==> src/rtl/regfile_sb.sv <==
// regfile_sb: multi-port register file with scoreboard busy bits, bypass and optional zero R0
module regfile_sb #(
    parameter int DATA_W  = 8,
    parameter int ADDR_W  = 3,
    parameter int ZERO_R0 = 0,
    parameter int BYPASS  = 1
) (
    input  logic              clk,
    input  logic              rst,
    input  logic [ADDR_W-1:0] read_reg1,
    input  logic [ADDR_W-1:0] read_reg2,
    output logic [DATA_W-1:0] read_data1,
    output logic [DATA_W-1:0] read_data2,
    output logic              read_busy1,
    output logic              read_busy2,
    input  logic [ADDR_W-1:0] write_reg,
    input  logic [DATA_W-1:0] write_data,
    input  logic              reg_write_en,
    input  logic              issue_en,
    input  logic [ADDR_W-1:0] issue_reg,
    output logic              issue_ready,
    output logic              issue_err,
    output logic [ADDR_W:0]   busy_count
);
    localparam int NREGS = 1 << ADDR_W;

    logic [DATA_W-1:0] regs [NREGS];
    logic [NREGS-1:0]  busy, busy_nxt;
    logic              hit1, hit2, z1, z2, wr_en, iss_ok, inc, dec;

    // Combinational read ports, forwarding, issue acceptance and next busy vector
    always_comb begin
        hit1        = BYPASS != 0 && reg_write_en && write_reg == read_reg1;
        hit2        = BYPASS != 0 && reg_write_en && write_reg == read_reg2;
        z1          = ZERO_R0 != 0 && read_reg1 == '0;
        z2          = ZERO_R0 != 0 && read_reg2 == '0;
        read_data1  = z1 ? '0 : hit1 ? write_data : regs[read_reg1];
        read_data2  = z2 ? '0 : hit2 ? write_data : regs[read_reg2];
        read_busy1  = busy[read_reg1] && !hit1;
        read_busy2  = busy[read_reg2] && !hit2;
        wr_en       = reg_write_en && !(ZERO_R0 != 0 && write_reg == '0);
        issue_ready = !busy[issue_reg] || (reg_write_en && write_reg == issue_reg);
        iss_ok      = issue_en && issue_ready && !(ZERO_R0 != 0 && issue_reg == '0);
        inc         = iss_ok && !busy[issue_reg];
        dec         = wr_en && busy[write_reg] && !(iss_ok && issue_reg == write_reg);
        busy_nxt    = busy;
        if (wr_en)  busy_nxt[write_reg] = 1'b0;
        if (iss_ok) busy_nxt[issue_reg] = 1'b1;
    end

    // Register array, scoreboard, busy counter and sticky issue error
    always_ff @(posedge clk) begin
        if (rst) begin
            for (int i = 0; i < NREGS; i++) regs[i] <= '0;
            busy       <= '0;
            busy_count <= '0;
            issue_err  <= 1'b0;
        end else begin
            if (wr_en) regs[write_reg] <= write_data;
            busy       <= busy_nxt;
            busy_count <= busy_count + {{ADDR_W{1'b0}}, inc} - {{ADDR_W{1'b0}}, dec};
            if (issue_en && !issue_ready) issue_err <= 1'b1;
        end
    end
endmodule
==> config.mk <==
export PLATFORM = sky130hd
export DESIGN_NAME = regfile_sb
export DESIGN_NICKNAME = d
export VERILOG_FILES = /design/src/rtl/regfile_sb.sv
export SDC_FILE = /design/constraint.sdc
export NUM_CORES = 1
export LEC_CHECK = 0
export CAP_MARGIN = 5
export CORE_ASPECT_RATIO = 1.2
export CORE_MARGIN = 2
export CORE_UTILIZATION = 40
export DETAILED_ROUTE_END_ITERATION = 12
export SLEW_MARGIN = 10
export SYNTH_ARGS = -nofsm -noshare
export SYNTH_HDL_FRONTEND = slang
export SYNTH_SLANG_ARGS = --single-unit
==> constraint.sdc <==
create_clock -name clk -period 2.3 [get_ports clk]
set_input_delay 0.46 -clock clk [delete_from_list [all_inputs] [get_ports clk]]
set_output_delay 0.46 -clock clk [all_outputs]
set_load 0.05 [all_outputs]
### Yosys cells after proc, flatten, opt, wreduce, memory -nomap -nowiden

Memory sizes are Yosys's and may differ from the RTL's.
Cells that the tools add are included.
W data, S select, Z words.

| word-level totals | value |
|---|---|
| bits in registers | 13 |
| memory bits (writable) | 64 |
| input port bits | 24 |
| output and inout port bits | 24 |
| memories | 1 |

Memory list:

| name | depth | bits a word | rd ports | clocked after Yosys merged registers in | wr ports | line | source |
|---|---|---|---|---|---|---|---|
| regs | 8 | 8 | 2 | 0 | 8 | 27 | `logic [DATA_W-1:0] regs [NREGS];` |

| cells by class | value |
|---|---|
| add/subtract/negate cells | 2 |
| $lt $le $gt $ge | 6 |
| equality and inequality tests | 4 |
| muxes and demuxes | 24 |
| bitwise logic cells | 3 |
| reduce and logical (&&, ||, !) cells | 20 |

Operator list:

| cell | count |
|---|---|
| $mux W8 | 5 |
| $lt A3 B4 Y1 const B | 4 |
| $logic_and A1 B1 Y1 | 13 |
| $bmux W1 S3 | 4 |
| $eq A3 B3 Y1 | 4 |
| $mux W1 | 12 |
| $and A8 B8 Y8 | 1 |
| $not A8 Y8 | 1 |
| $or A8 B8 Y8 | 1 |
| $reduce_or A8 Y1 | 1 |
| $demux W1 S3 | 2 |
| $ge A3 B1 Y1 const B | 2 |
| $logic_not A1 Y1 | 5 |
| $add A4 B1 Y4 | 1 |
| $sub A4 B1 Y4 | 1 |
| $mux W3 | 1 |
| $logic_or A1 B1 Y1 | 1 |

### Depth between registers and ports, before layout

Gate-level depths: netlist (run 1).

| logic depth | value |
|---|---|
| word-level depth | 9 |
| mapped depth | 13 |

### Worst setup path after synthesis (run 1)

Ideal clock, no wire load.

| timing | value |
|---|---|
| path type | input to output |
| from | input port read_reg1[0] |
| to | output port read_data1[0] |
| arrival | 2.139 ns |
| required time | 1.840 ns |
| setup slack | -0.299 ns |
| cell stages on the path | 6 |
| buffers on the path | 3 |
| cells stage by stage | buf_4 -> buf_6 -> xnor2_1 -> nand4_2 -> buf_6 -> a21oi_1 |

| between the ends | value |
|---|---|
| word-level cells in the longest chain between the ends | 3 |

Ends and longest elaborated chain:

| element | line | source |
|---|---|---|
| start, declared | 10 | `input logic [ADDR_W-1:0] read_reg1,` |
| branches (longest 2 deep; another with $mem_v2 Z8 W8) | - |  |
| $mux W8 * | 37 | `read_data1 = z1 ? '0 : hit1 ? write_data : regs[read_reg1];` |
| end, declared | 12 | `output logic [DATA_W-1:0] read_data1,` |

Every way passes the cells marked *.

### Final worst setup path (run 1)

| timing | value |
|---|---|
| from | input port read_reg2[1] |
| to | output port read_data2[2] |

| between the ends | value |
|---|---|
| word-level cells in the longest chain between the ends | 3 |

Ends and longest elaborated chain:

| element | line | source |
|---|---|---|
| start, declared | 11 | `input logic [ADDR_W-1:0] read_reg2,` |
| branches (longest 2 deep; another with $mem_v2 Z8 W8) | - |  |
| $mux W8 * | 38 | `read_data2 = z2 ? '0 : hit2 ? write_data : regs[read_reg2];` |
| end, declared | 13 | `output logic [DATA_W-1:0] read_data2,` |

Marked as above.

==> metrics, run 1 <==
run status completed; count of buffers from port buffering 47; slew at the pin closest to its max-slew limit between 800 and 900 ps; Hold Crit Depth 2; post-synthesis compound-gate area fraction under 10%; Via Count 3428; Fillers about 930; Synthesized Nets 396; full die area roughly 13000 um^2; final wirelength 13.65 mm; flop2flop setup slack ~80 ps; mux cell area share after synthesis ~22%; FF+latch area around 2200 um^2; First-pass DRT Iterations 5; DRT antenna net count 0; Worst-path clk slew approximately 60 ps; RSZ-0062 raised after global routing true; GRT Residual Overflow 0; vias in the first global route between 3k and 4k; crit path capture read_data2[2]; max-slew violations 0; Clock Sinks 77; biggest area consumer among synthesized cells edfxtp_1; Max Buffers Root-to-Sink 2; post-synth cell types 42; largest net degree at the start of global routing 18; Synth area leaders edfxtp_1 (41%), mux4_2 (18%), and2_1 (8.4%); gr usage total 23.31%; Worst Reg-to-Reg Cells 12; via/cell ratio roughly 5.3; Synth async-reset ratio 0%; crit share post-route between 90% and 100%; global-route wire length before repair 20.85 mm; CTS tree yes; Leak approximately 0.0027 uW; Worst Setup SP read_reg2[1]; main combinational cell family by area after synthesis multiplexers; Hold WC Path Type flip-flop to flip-flop; worst skew pair latency roughly 330 ps; synth cell count leaders and2_1 (64), edfxtp_1 (64), mux4_2 (38); Core Box Area roughly 12000 um^2; Max Clock Skew approximately 4.4 ps; CTS HTree Levels 3; Tmin final between 2000 and 2500 ps; Finished Core Util about three fifths; VDD IR max ~0.00038 V; final hold slack ~480 ps; Post-CTS Hold Fix Bufs 0; multi-input logic area 2680 um^2; Die Wd slightly above 100 um; Fin. Hold Viols 0; nets 511; data arrival time of the critical path around 1800 ps; Max transition margin a little under half; flops & latches, synth 77; crit-path max FO 6; final setup fails 0; Mapped Area roughly 4700 um^2; Diodes inserted 0; Post-Synth Simple-Gate Area roughly 16%; Seq/Total Area, Yosys a little under half; Fmax around 0.44 GHz; DRC Markers 0; clk root buf clkbuf_16; DRT iter0 DRCs about 190; cell count after synthesis 367; initial antenna violation count 0; critical path type primary input to primary output; RR Endpoint busy_count[2]; Initial Util between 40 and 50%; Syn-to-layout area delta 43.50%; DR WL/cell ~21 um; max cap viols 0; pwr/cell area about 640 nW/um^2; critical path data required time approximately 1800 ps; I/O pin cnt 48; HPWL Detailed between 9 and 10 mm; Yosys top cell area share approximately two fifths; EDFF count, synth 64; Die Y roughly 120 um; post-synthesis xor/xnor area fraction around 2.2%; Adder-Cell Fraction of Synth Area under 10%; average size of a mapped cell 12.92 um^2; total CTS buffers 9; startpoint types primary input; Synth Flop Type edfxtp_1; fraction of layout cells with a size suffix above 1 48.45%; total number of yosys warnings 0; Worst Setup End Kind primary output; RR Startpoint busy[1]; Cell Rows 43; RePlAce Congestion around 0.9
## per-layer routing
metal  track usage [%]  wire, um  share of wire [%]  up-vias
met5                 0         0                  0        -
met4             9.375       301                2.2        0
met3             2.826       846                6.2       23
met2             42.10      7460                 55      121
met1             27.83      5035                 37     1691
li1                  -         -                  -     1593
## layout make-up
class / count / area share (%)
Clock inverter: 5 / 0.7904
Timing Repair Buffer: 126 / 20.50
Multi-Input combinational cell: 251 / 39.37
Inverter: 17 / 0.9375
Clock buffer: 9 / 3.309
Tap cell: 157 / 2.886
Sequential cell: 77 / 32.21
## worst min path at each step
stage	to	slack [ps]	start
global placement	issue_err	450	issue_err
CTS	issue_err	480	issue_err
finish	issue_err	480	issue_err
floorplan	busy[0]	580	busy[0]
global route	issue_err	490	issue_err
detailed placement	issue_err	470	issue_err
## report_power, final
group | leakage (uW) | switching (uW) | internal (uW)
Clock | 0.000131 | 536 | 821
Sequential | 0.000728 | 61.1 | 1610
Combinational | 0.00180 | 670 | 627
Total | 0.00266 | 1270 | 3060
## stage by stage
step | cell area, um^2 | TNS [ps] | worst slack, ps | instances | total power (uW)
2_1_floorplan | 4885 | -2392 | -256.1 | 367 | 2408
3_3_place_gp | 6017 | -11140 | -579.4 | 611 | 2854
3_5_place_dp | 6017 | -11920 | -623.2 | 611 | 2867
4_1_cts | 6726 | 0 | 6.072 | 640 | 4334
5_1_grt | 6807 | -30.41 | -24.69 | 642 | 4490
6_report | 6807 | 0 | 28.15 | 642 | 4329
## cell usage in the layout, fill, tap and decap left out, drive strengths merged, types with 2 or more instances in the layout
master         Yosys  layout
mux4              38      38
a21oi             20      20
dlygate4sd2        0       4
xor2               5       5
a21o               9       9
ha                 4       4
clkinv             0       2
nand2b             6       6
clkdlybuf4s50      0      15
a2bb2o             5       5
nand2              5       5
nand4              2       2
clkdlybuf4s15      0       2
a22o               3       3
a31o               2       2
clkinvlp           0       2
and2              64      64
dfxtp             13      13
clkbuf             0      11
nor2              35      35
edfxtp            64      64
o21bai             3       3
inv               17      17
xnor2              7       7
nor3               4       4
mux2i             21      21
buf               22     102
nor2b              3       3
or2                2       2
## cell families after synthesis
family                     Yosys count
buffers and inverters               39
DFF                                 77
AOI/OAI and AO/OA                   47
xor gates and xnor gates            12
and+or+nand+nor                    128
muxes                               59
adders and majority gates            5
## critical path, cell delays in order
cell	delay [ps]
dlygate4sd2_1	240
buf_6	140
xnor2_4	170
nand4_4	200
buf_12	200
a21oi_2	220
buf_12	170
## registers in the layout, summed over array words and instances (netlist names)
name,flops
regs,64
busy,8
busy_count,4
issue_err,1
## repair_timing
action | 4_1_cts | 5_1_grt
cloned | 6 | 1
buffers inserted | 9 | 3
setup endpoints to repair | 22 | 19
resized for setup | 93 | 21
pin swaps | 11 | 8
No activity file was read; power rests on OpenSTA's default activity.
==> run 2, diff against run 1 <==
--- a/config.mk
+++ b/config.mk
@@ -10,7 +10,7 @@
 export CORE_MARGIN = 2
 export CORE_UTILIZATION = 40
 export DETAILED_ROUTE_END_ITERATION = 12
-export SLEW_MARGIN = 10
+export SLEW_MARGIN = 40
 export SYNTH_ARGS = -nofsm -noshare
 export SYNTH_HDL_FRONTEND = slang
 export SYNTH_SLANG_ARGS = --single-unit
==> results of run 2 <==
The final DEF is identical to that of run 1; final timing and power are the same.
==> run 3, diff against run 2 <==
--- a/config.mk
+++ b/config.mk
@@ -6,11 +6,14 @@
 export NUM_CORES = 1
 export LEC_CHECK = 0
 export CAP_MARGIN = 5
+export CELL_PAD_IN_SITES_DETAIL_PLACEMENT = 0
+export CELL_PAD_IN_SITES_GLOBAL_PLACEMENT = 1
 export CORE_ASPECT_RATIO = 1.2
 export CORE_MARGIN = 2
 export CORE_UTILIZATION = 40
 export DETAILED_ROUTE_END_ITERATION = 12
-export SLEW_MARGIN = 40
+export PLACE_DENSITY_LB_ADDON = 0.1
+export SLEW_MARGIN = 20
 export SYNTH_ARGS = -nofsm -noshare
 export SYNTH_HDL_FRONTEND = slang
 export SYNTH_SLANG_ARGS = --single-unit
==> run 3 against run 2 <==
  * The flow now finishes with violations (negative setup slack)
  * Flip-flop and latch count is the same
  * Combinational power up 8%
  * Register-to-register slack got worse by 40 ps
  * Power rose by 0.23%
  * Largest cell class unchanged
  * Wire length up 5.9%
  * Global-route usage rose by 1.2 points
==> metrics, run 3 (synthesis results as in run 1) <==
run status complete, but fails checks; failing checks negative setup slack; DR WL/cell approximately 22 um; Max Clock Skew between 4 and 5 ps; clk root buf clkbuf_16; First-pass DRT Iterations 4; Fmax between 0.4 and 0.5 GHz; Cell Rows 43; Internal roughly 3000 uW; initial antenna violation count 0; sw frac a little under a third; critical path type flip-flop to primary output; vias in the first global route between 3k and 4k; Via Count between 3k and 4k; startpoint types flip-flop; Power, Total 4339 uW; max reg flops 64; sequential fraction of design power between 30% and 40%; Hold WC Path Type flip-flop to flip-flop; gr usage total around 25%; CTS tree yes; DRT antenna net count 0; Tmin final 2322 ps; Placed Area 6022 um^2; max-slew violations 0; RePlAce Congestion between 0.8 and 0.9; slew at the pin closest to its max-slew limit approximately 830 ps; nets slightly above 500; worst skew pair latency between 300 and 400 ps; Core Box Area around 12000 um^2; Reg with most FFs regs; Initial Util ~41%; HPWL Detailed around 9.5 mm; GRT Residual Overflow 0; VDD IR max between 0.0003 and 0.0004 V; crit-path max FO 5; count of buffers from port buffering 47; final setup fails 1; Die Wd 103.4 um; total CTS buffers 9; RSZ-0062 raised after global routing true; critical path data required time approximately 1800 ps; Post-CTS Hold Fix Bufs 0; post-route cell area a little over 7000 um^2; Max Buffers Root-to-Sink 2; sw power between 1000 and 1500 uW; pwr/cell area approximately 600 nW/um^2; CTS HTree Levels 3; via/cell ratio 5.377; DRT iter0 DRCs roughly 140; fraction of layout cells with a size suffix above 1 50.82%; most frequent cells in the layout and2_1 (64), edfxtp_1 (64), buf_4 (54), mux4_2 (38), buf_12 (22); Diodes inserted 0; Clock Sinks 77; crit share post-route 101.0%; Final Worst Setup Slack -22.31 ps; Comb power frac 32.2%; global-route wire length before repair approximately 22 mm; Fin. Hold Viols 0; Worst-path clk slew about 60 ps; max cap viols 0; largest net degree at the start of global routing 13; Die Y 123.3 um; I/O pin cnt 48; Leak around 0.0027 uW; power share of the clock group 29.2%; Top Registers regs (64), busy (8), busy_count (4); Max transition margin 44.21%; Syn-to-layout area delta 49.22%; DRC Markers 0; final wirelength 14.45 mm; data arrival time of the critical path around 1900 ps; full die area between 10000 and 15000 um^2; Worst Setup End Kind primary output
## run 3: cell count changes in the layout (fill, tap and decap cells not counted), sizes merged
cell / change
buf: +3
clkinv: +3
clkbuf: +2
dlygate4sd2: -2
bufbuf: +1
bufinv: -1
clkinvlp: -1
## run 3: per-stage QoR
stage               hold WS (ps)  instances  setup slack [ps]  TNS, ps  utilization [%]
floorplan                  581.2        367            -256.1    -2392                -
global placement           448.0        610            -578.0   -14390            52.06
detailed placement         464.7        610            -652.5   -15700            52.06
CTS                        476.7        646            -5.794   -5.794            60.59
global route               541.5        647            -60.59   -162.7            61.19
finish                     471.2        647            -22.31   -22.31            61.19
## run 3: what timing repair did
item / CTS / global route
endpoints found under the setup margin: 22 / 20
cloned: 7 / 0
gates resized for setup: 141 / 22
buffers inserted: 14 / 3
pin swaps: 10 / 17
## run 3: critical path, cell delays in order, from the launching register on
cell,delay [ps]
dfxtp_4,380
mux2i_1,90
o32a_2,370
o2111a_2,180
buf_6,130
or2_4,230
buf_12,150
## run 3: worst paths after layout
path | start | endpoint | slack [ps] | cells past startpoint
setup / recovery | busy[1] | issue_ready | -20 | 6
hold / removal | issue_err | issue_err | 470 | 2
setup reg to reg | busy[1] | busy_count[1] | 40 | 11
hold reg to reg | issue_err | issue_err | 470 | 2
## run 3: per-layer routing
| layer | global-route usage [%] | vias up | wire (um) |
|---|---|---|---|
| li1 | - | 1601 | - |
| met4 | 12.01 | 0 | 413 |
| met3 | 2.883 | 25 | 738 |
| met1 | 28.01 | 1749 | 5261 |
| met2 | 44.60 | 104 | 8032 |
| met5 | 0 | - | 0 |
## run 3: cell type report
class | count | area, um^2
Clock inverter | 6 | 30.03
Multi-Input combinational cell | 251 | 2872
Fill cell | 930 | 4489
Inverter | 17 | 66.31
Tap cell | 157 | 196.4
Timing Repair Buffer | 129 | 1491
Sequential cell | 77 | 2193
Clock buffer | 10 | 229.0
## run 3: power by group through the flow
stage | Combinational (uW) | Sequential, uW | Clock [uW]
after floorplan | 662 | 1750 | 0
after global placement | 1170 | 1690 | 0
after detailed placement | 1180 | 1700 | 0
after CTS | 1380 | 1670 | 1280
after global routing | 1480 | 1690 | 1330
final | 1400 | 1670 | 1270
